File: src/rtl/instr_fetch.sv
// rtl/instr_fetch.sv - fetch PC, synchronous ROM read issue, one-entry skid buffer and sticky HALT.
// One read in flight at most; a stall parks the returning word in the skid so nothing is lost.
module instr_fetch #(
  parameter int ADDR_WIDTH = 8,
  parameter logic [ADDR_WIDTH-1:0] RESET_PC = '0
) (
  input  logic                  clk,
  input  logic                  reset,
  input  logic                  stall,
  input  logic                  branch,
  input  logic [ADDR_WIDTH-1:0] branch_target,
  input  logic [48:0]           imem_rdata,
  output logic                  imem_en,
  output logic [ADDR_WIDTH-1:0] imem_addr,
  output logic [48:0]           instruction,
  output logic                  instr_valid,
  output logic [ADDR_WIDTH-1:0] pc,
  output logic                  halted
);

  localparam logic [1:0] S_IDLE   = 2'd0;
  localparam logic [1:0] S_FETCH  = 2'd1;
  localparam logic [1:0] S_HALTED = 2'd2;
  localparam logic [4:0] OPC_HALT = 5'h1F;

  logic [1:0]            state_q, state_d;
  logic [ADDR_WIDTH-1:0] fetch_pc_q, fetch_pc_d;
  logic                  pend_q, pend_d;
  logic [ADDR_WIDTH-1:0] pend_pc_q, pend_pc_d;
  logic                  skid_valid_q, skid_valid_d;
  logic [48:0]           skid_q, skid_d;
  logic [ADDR_WIDTH-1:0] skid_pc_q, skid_pc_d;
  logic [48:0]           instr_q, instr_d;
  logic [ADDR_WIDTH-1:0] pc_q, pc_d;
  logic                  instr_valid_q, instr_valid_d;

  logic                  present;
  logic [48:0]           present_word;
  logic [ADDR_WIDTH-1:0] present_pc;

  assign imem_en     = (state_q == S_FETCH) & ~stall & ~branch & ~reset;
  assign imem_addr   = fetch_pc_q;
  assign instruction = instr_q;
  assign instr_valid = instr_valid_q;
  assign pc          = pc_q;
  assign halted      = (state_q == S_HALTED);

  always_comb begin
    state_d       = (state_q == S_IDLE) ? S_FETCH : state_q;
    fetch_pc_d    = fetch_pc_q;
    pend_d        = pend_q;
    pend_pc_d     = pend_pc_q;
    skid_valid_d  = skid_valid_q;
    skid_d        = skid_q;
    skid_pc_d     = skid_pc_q;
    instr_d       = instr_q;
    pc_d          = pc_q;
    instr_valid_d = 1'b0;
    present       = 1'b0;
    present_word  = skid_q;
    present_pc    = skid_pc_q;

    if (state_q == S_HALTED) begin
      state_d = S_HALTED;
    end else if (branch) begin
      // Redirect squashes both the in-flight read and anything parked in the skid.
      fetch_pc_d   = branch_target;
      pend_d       = 1'b0;
      skid_valid_d = 1'b0;
    end else if (stall) begin
      if (pend_q) begin
        skid_d       = imem_rdata;
        skid_pc_d    = pend_pc_q;
        skid_valid_d = 1'b1;
        pend_d       = 1'b0;
      end
    end else begin
      if (skid_valid_q) begin
        present      = 1'b1;
        skid_valid_d = 1'b0;
      end else if (pend_q) begin
        present      = 1'b1;
        present_word = imem_rdata;
        present_pc   = pend_pc_q;
      end

      pend_d = 1'b0;
      if (state_q == S_FETCH) begin
        pend_d     = 1'b1;
        pend_pc_d  = fetch_pc_q;
        fetch_pc_d = fetch_pc_q + ADDR_WIDTH'(1);
      end

      if (present) begin
        instr_d       = present_word;
        pc_d          = present_pc;
        instr_valid_d = 1'b1;
        // The read issued alongside a HALT word is dropped here.
        if (present_word[48:44] == OPC_HALT) begin
          state_d = S_HALTED;
          pend_d  = 1'b0;
        end
      end
    end
  end

  always_ff @(posedge clk) begin
    if (reset) begin
      state_q       <= S_IDLE;
      fetch_pc_q    <= RESET_PC;
      pend_q        <= 1'b0;
      pend_pc_q     <= '0;
      skid_valid_q  <= 1'b0;
      skid_q        <= '0;
      skid_pc_q     <= '0;
      instr_q       <= '0;
      pc_q          <= '0;
      instr_valid_q <= 1'b0;
    end else begin
      state_q       <= state_d;
      fetch_pc_q    <= fetch_pc_d;
      pend_q        <= pend_d;
      pend_pc_q     <= pend_pc_d;
      skid_valid_q  <= skid_valid_d;
      skid_q        <= skid_d;
      skid_pc_q     <= skid_pc_d;
      instr_q       <= instr_d;
      pc_q          <= pc_d;
      instr_valid_q <= instr_valid_d;
    end
  end

endmodule
File: config.mk
export PLATFORM = sky130hd
export DESIGN_NAME = instr_fetch
export DESIGN_NICKNAME = d
export VERILOG_FILES = /design/src/rtl/instr_fetch.sv
export SDC_FILE = /design/constraint.sdc
export NUM_CORES = 1
export LEC_CHECK = 0
export ABC_AREA = 0
export CAP_MARGIN = 20
export CORE_MARGIN = 2
export CORE_UTILIZATION = 50
export CTS_CLUSTER_SIZE = 30
export DETAILED_ROUTE_END_ITERATION = 8
export GPL_TIMING_DRIVEN = 1
export PLACE_DENSITY = 0.83
export REMOVE_ABC_BUFFERS = 1
export SKIP_CTS_REPAIR_TIMING = 1
export SYNTH_ARGS = -nofsm -noshare
export SYNTH_HDL_FRONTEND = slang
export SYNTH_SLANG_ARGS = --single-unit
File: constraint.sdc
create_clock -name clk -period 2.7 [get_ports clk]
set_input_delay 0.81 -clock clk [delete_from_list [all_inputs] [get_ports clk]]
set_output_delay 0.81 -clock clk [all_outputs]
set_load 0.02 [all_outputs]
== Word-level counts from Yosys, hierarchy flattened ==
Index checks and enable logic that the tools add are counted.

* Add/sub/neg operators: 1
* Equality and inequality tests: 5
* Multiplexer cells: 30
* Bitwise operators: 7
* Reductions and logical operators: 9

{| class="wikitable"
|+ Operators with widths
! operator !! count
|-
| 49-bit two-way mux || 5
|-
| 8-bit two-way mux || 5
|-
| 1-bit two-way mux || 14
|-
| 2-bit two-way mux || 6
|-
| 8-bit by 1-bit adder with 8-bit output, second input constant || 1
|-
| 4-bit AND reduction || 2
|-
| 3-bit AND reduction || 2
|-
| 5-bit == test, second input constant || 1
|-
| 1-bit NOT || 4
|-
| 4-bit OR reduction || 1
|-
| 1-bit AND || 3
|-
| 3-bit by 1-bit != test with 1-bit output, second input constant || 1
|-
| 2-bit by 1-bit == test with 1-bit output, second input constant || 1
|-
| 2-bit == test, second input constant || 1
|-
| 2-bit logical NOT || 1
|-
| 2-bit by 1-bit != test with 1-bit output, second input constant || 1
|-
| 2-bit AND reduction || 1
|-
| 2-bit nonzero test || 1
|-
| 2-bit OR reduction || 1
|}

* Register bits after elaboration: 135
* Input bits: 61
* Output and inout bits: 68
* Logic and storage cells: 63

== Logic depth before layout (Yosys ltp) ==
* Depth in word-level cells: 11
* Mapped depth: 7
* Mapped depth without buffers: 5

== Worst setup path after synthesis ==
OpenSTA, ideal clock, no wires.

* Kind: input to output
* Start: in branch
* End: out imem_en
* Arrival time: 1.802 ns
* Required time: 1.890 ns
* Setup slack: 0.088 ns
* Cell stages on the path: 4
* Path buffers: 2
* Path through: buf_2 or3_1 clkbuf_1 nor2_1

* Longest elaborated chain between the ends: 3

{| class="wikitable"
|+ RTL lines
! item !! RTL line !! RTL
|-
| start, declared || 10 || <nowiki>input logic branch,</nowiki>
|-
| 1-bit NOT (no source line) || - ||
|-
| 1-bit AND (2 in a row) || 41 || <nowiki>assign imem_en = (state_q == S_FETCH) & ~stall & ~branch & ~reset;</nowiki>
|-
| end, declared || 13 || <nowiki>output logic imem_en,</nowiki>
|}

No other way between the ends.

== Final worst setup path ==
* Start: reg state_q[1]
* End: out imem_en

* Longest elaborated chain between the ends: 4

{| class="wikitable"
|+ RTL lines
! item !! RTL line !! RTL
|-
| start, declared || 26 || <nowiki>logic [1:0] state_q, state_d;</nowiki>
|-
| start signal, assigned || 120 || <nowiki>state_q <= state_d;</nowiki>
|-
| 2-bit by 1-bit == test with 1-bit output || 41 ||
|-
| 1-bit AND (3 in a row) || 41 ||
|}

No other way between the ends.

==> impl_metrics.tcl <==
set metrics [dict create \
    cp-start-kind "register" \
    layout-drive-gt1-share_pct 7.72 \
    area_delta_synth_final_pct 36.2 \
    numCtsBuffers 17 \
    post-route-util_pct 69.2 \
    final_common_cell "nand2_1" \
    endpoint_kind "primary output" \
    skew_ns 0.00790 \
    grt_max_degree 86 \
    cp-endpoint "imem_en" \
    hp-start "skid_q[19]" \
    antenna_cells 0 \
    drc_errors 0 \
    start_util_pct 50.8 \
    fp.dieH_um 108 \
    clkSlewWorstSetupHoldPaths_ns 0.06 \
    dieArea_sq_um 11800 \
    synthArstFlopShare_pct 0 \
    p_sw_share_pct 23.5 \
    crit_fanout 4 \
    yosysSeqAreaShare_pct 49.5 \
    power_density_nw_per_um2 606 \
    syn_inst 626 \
    power_leakage_nw 2.36 \
    clock_sinks 135 \
    grt.overflow.total 0 \
    ant_nets 0 \
    rows 38 \
    tns_ns 0 \
    ios 129 \
    cts.path.max_buffers 2 \
    power_frac_comb_pct 7.5 \
    ys_warn_count 0 \
    portBuffers 128 \
    dr.pass1.iters 5 \
    wl_per_cell_um 14.6 \
    critPathLaunch "state_q[1]" \
    fillerInstances 828 \
    synth_cell_types 34 \
    synth_edf_count 0 \
    viasPerCell 5.44 \
    r2r_slack_ns 0.88 \
    track_usage_pct 22.7 \
    vdd_drop_max_mv 0.454 \
    whs_ns 0.454 \
    ys_seq_elements 135 \
    outcome "finished, final reports clean" \
    grt_pass1_wl_um 21200 \
    dr_total_vias 4850 \
    finalCriticalPeriod_ns 2.47 \
    h-tree-depth 4 \
    maxCapViolations 0 \
    synthFlopType "dfxtp_1" \
    critical_path_class "reg2out" \
    cts_root_buf "clkbuf_8" \
    worst_slew_pin_slew_ns 0.885 \
    max_slew_margin_pct 41.0 \
    hp-class "reg2reg" \
    fin_nets 800 \
    synthTopCellsByArea "dfxtp_1 50%, mux2i_1 11%, nand2_1 9.8%, a211oi_1 8.1%, a21oi_1 6.4%" \
    wl_um 13000 \
    slew_violations 0 \
    power.share.clock_pct 47.0 \
    r2r_start "pend_q" \
    finalSetupViolCount 0 \
    worstRegToRegCells 4 \
    die_w_um 108 \
    dp_hpwl_um 8520 \
    rsz0062_at_grt "no" \
    antenna_found_initial 0 \
    reg2reg_to "instruction[32]" \
    cts_tree "done" \
    first_iter_violations 264 \
    insertion_delay_ns 0.50 \
    p_switching_mw 1.06 \
    core_sq_um 10700 \
    synth_top_area_share_pct 49.5 \
    fin_crit_sh_pct 91.4 \
    hold_viol 0 \
    gp_congestion 0.865 \
    multiInputGateArea_sq_um 2510 \
    ff_latch_area_sq_um 2700 \
    grt_pass1_vias 4659 \
    yosysTopAreaCell "dfxtp_1" \
    fmax_ghz 0.405 \
    p_int_mw 3.45 \
    cp.arrival_ns 1.66 \
    cp_data_required_time_ns 1.89 \
    p_seq_share_pct 45.5 \
    layout_common_cells "142 x nand2_1, 135 x dfxtp_1, 123 x clkdlybuf4s50_1" \
    syn_area_sq_um 5460 \
    avgSynthCellArea_sq_um 8.72 \
]
## worst max-delay path: stages (launching register included)
cell and delay (ns):
dfxtp_1 0.32, nand2b_1 0.21, or3_4 0.37, nor2_4 0.12, buf_6 0.12
## worst min path at each step
stage | cells after the start | end
4_1_cts | 2 | skid_q[18]
3_5_place_dp | 2 | skid_q[18]
6_report | 2 | skid_q[19]
2_1_floorplan | 2 | skid_pc_q[0]
3_3_place_gp | 2 | skid_q[41]
5_1_grt | 2 | skid_q[27]
## power groups by stage
| stage | clock network, mW | logic [mW] | registers (mW) |
|---|---|---|---|
| CTS | 2.16 | 0.337 | 2.05 |
| floorplan | 0 | 0.103 | 2.11 |
| detailed placement | 0 | 0.335 | 2.09 |
| global route | 2.25 | 0.366 | 2.05 |
| global placement | 0 | 0.328 | 2.09 |
| finish | 2.12 | 0.338 | 2.05 |
## registers in the layout (all words and copies together), names as in the netlist
name	count
imem_addr	8
instr_valid	1
instruction	49
pc	8
pend_pc_q	8
pend_q	1
skid_pc_q	8
skid_q	49
skid_valid_q	1
state_q	2
## synthesized netlist by cell type (2+ instances only)
cell,instances
a211oi_1,59
mux2i_1,59
buf_2,21
nand3_1,2
a21oi_1,70
o41ai_1,3
nor2_1,67
buf_4,3
nand2b_1,3
buf_6,5
a311oi_1,2
dfxtp_1,135
nand2_1,142
a31oi_1,3
o21ai_0,6
o31ai_1,2
clkbuf_1,21
a22o_1,2
a32o_1,4
nand4_1,3
## metrics by stage
step / worst slack [ns] / power [mW] / area, sq um / std cells
floorplan: -2.35 / 2.22 / 5190 / 575
global route: 0.120 / 4.67 / 7440 / 891
detailed placement: -0.473 / 2.43 / 6860 / 859
finish: 0.233 / 4.51 / 7440 / 891
global placement: -0.482 / 2.42 / 6860 / 859
CTS: -0.485 / 4.54 / 7410 / 891
## routing by layer
layer / up-vias / part of all wire [%] / track usage (%) / wire [um]
li1: 2396 / - / - / -
met5: - / 0 / 0 / 0
met1: 2300 / 43 / 27.5 / 5630
met4: 0 / 1.2 / 7.05 / 154
met2: 142 / 50 / 39.3 / 6530
met3: 12 / 5.3 / 5.85 / 688
## kinds of logic after synthesis
family,share of synthesized area [%]
and+or+nand+nor,16.2
AOI/OAI and AO/OA,18.2
DFF,49.5
muxes,10.8
buffers and inverters,5.02
adders and majority gates,0.229
## layout make-up
type | instances | share of cell area, %
inverters | 2 | 0.101
multi-input cells | 438 | 33.8
clock buffers | 19 | 5.81
clock inverters | 13 | 1.63
well taps | 140 | 2.36
flip-flops and latches | 135 | 36.3
repair buffers | 144 | 19.9
Note: power is estimated with default switching activity, not from simulation.
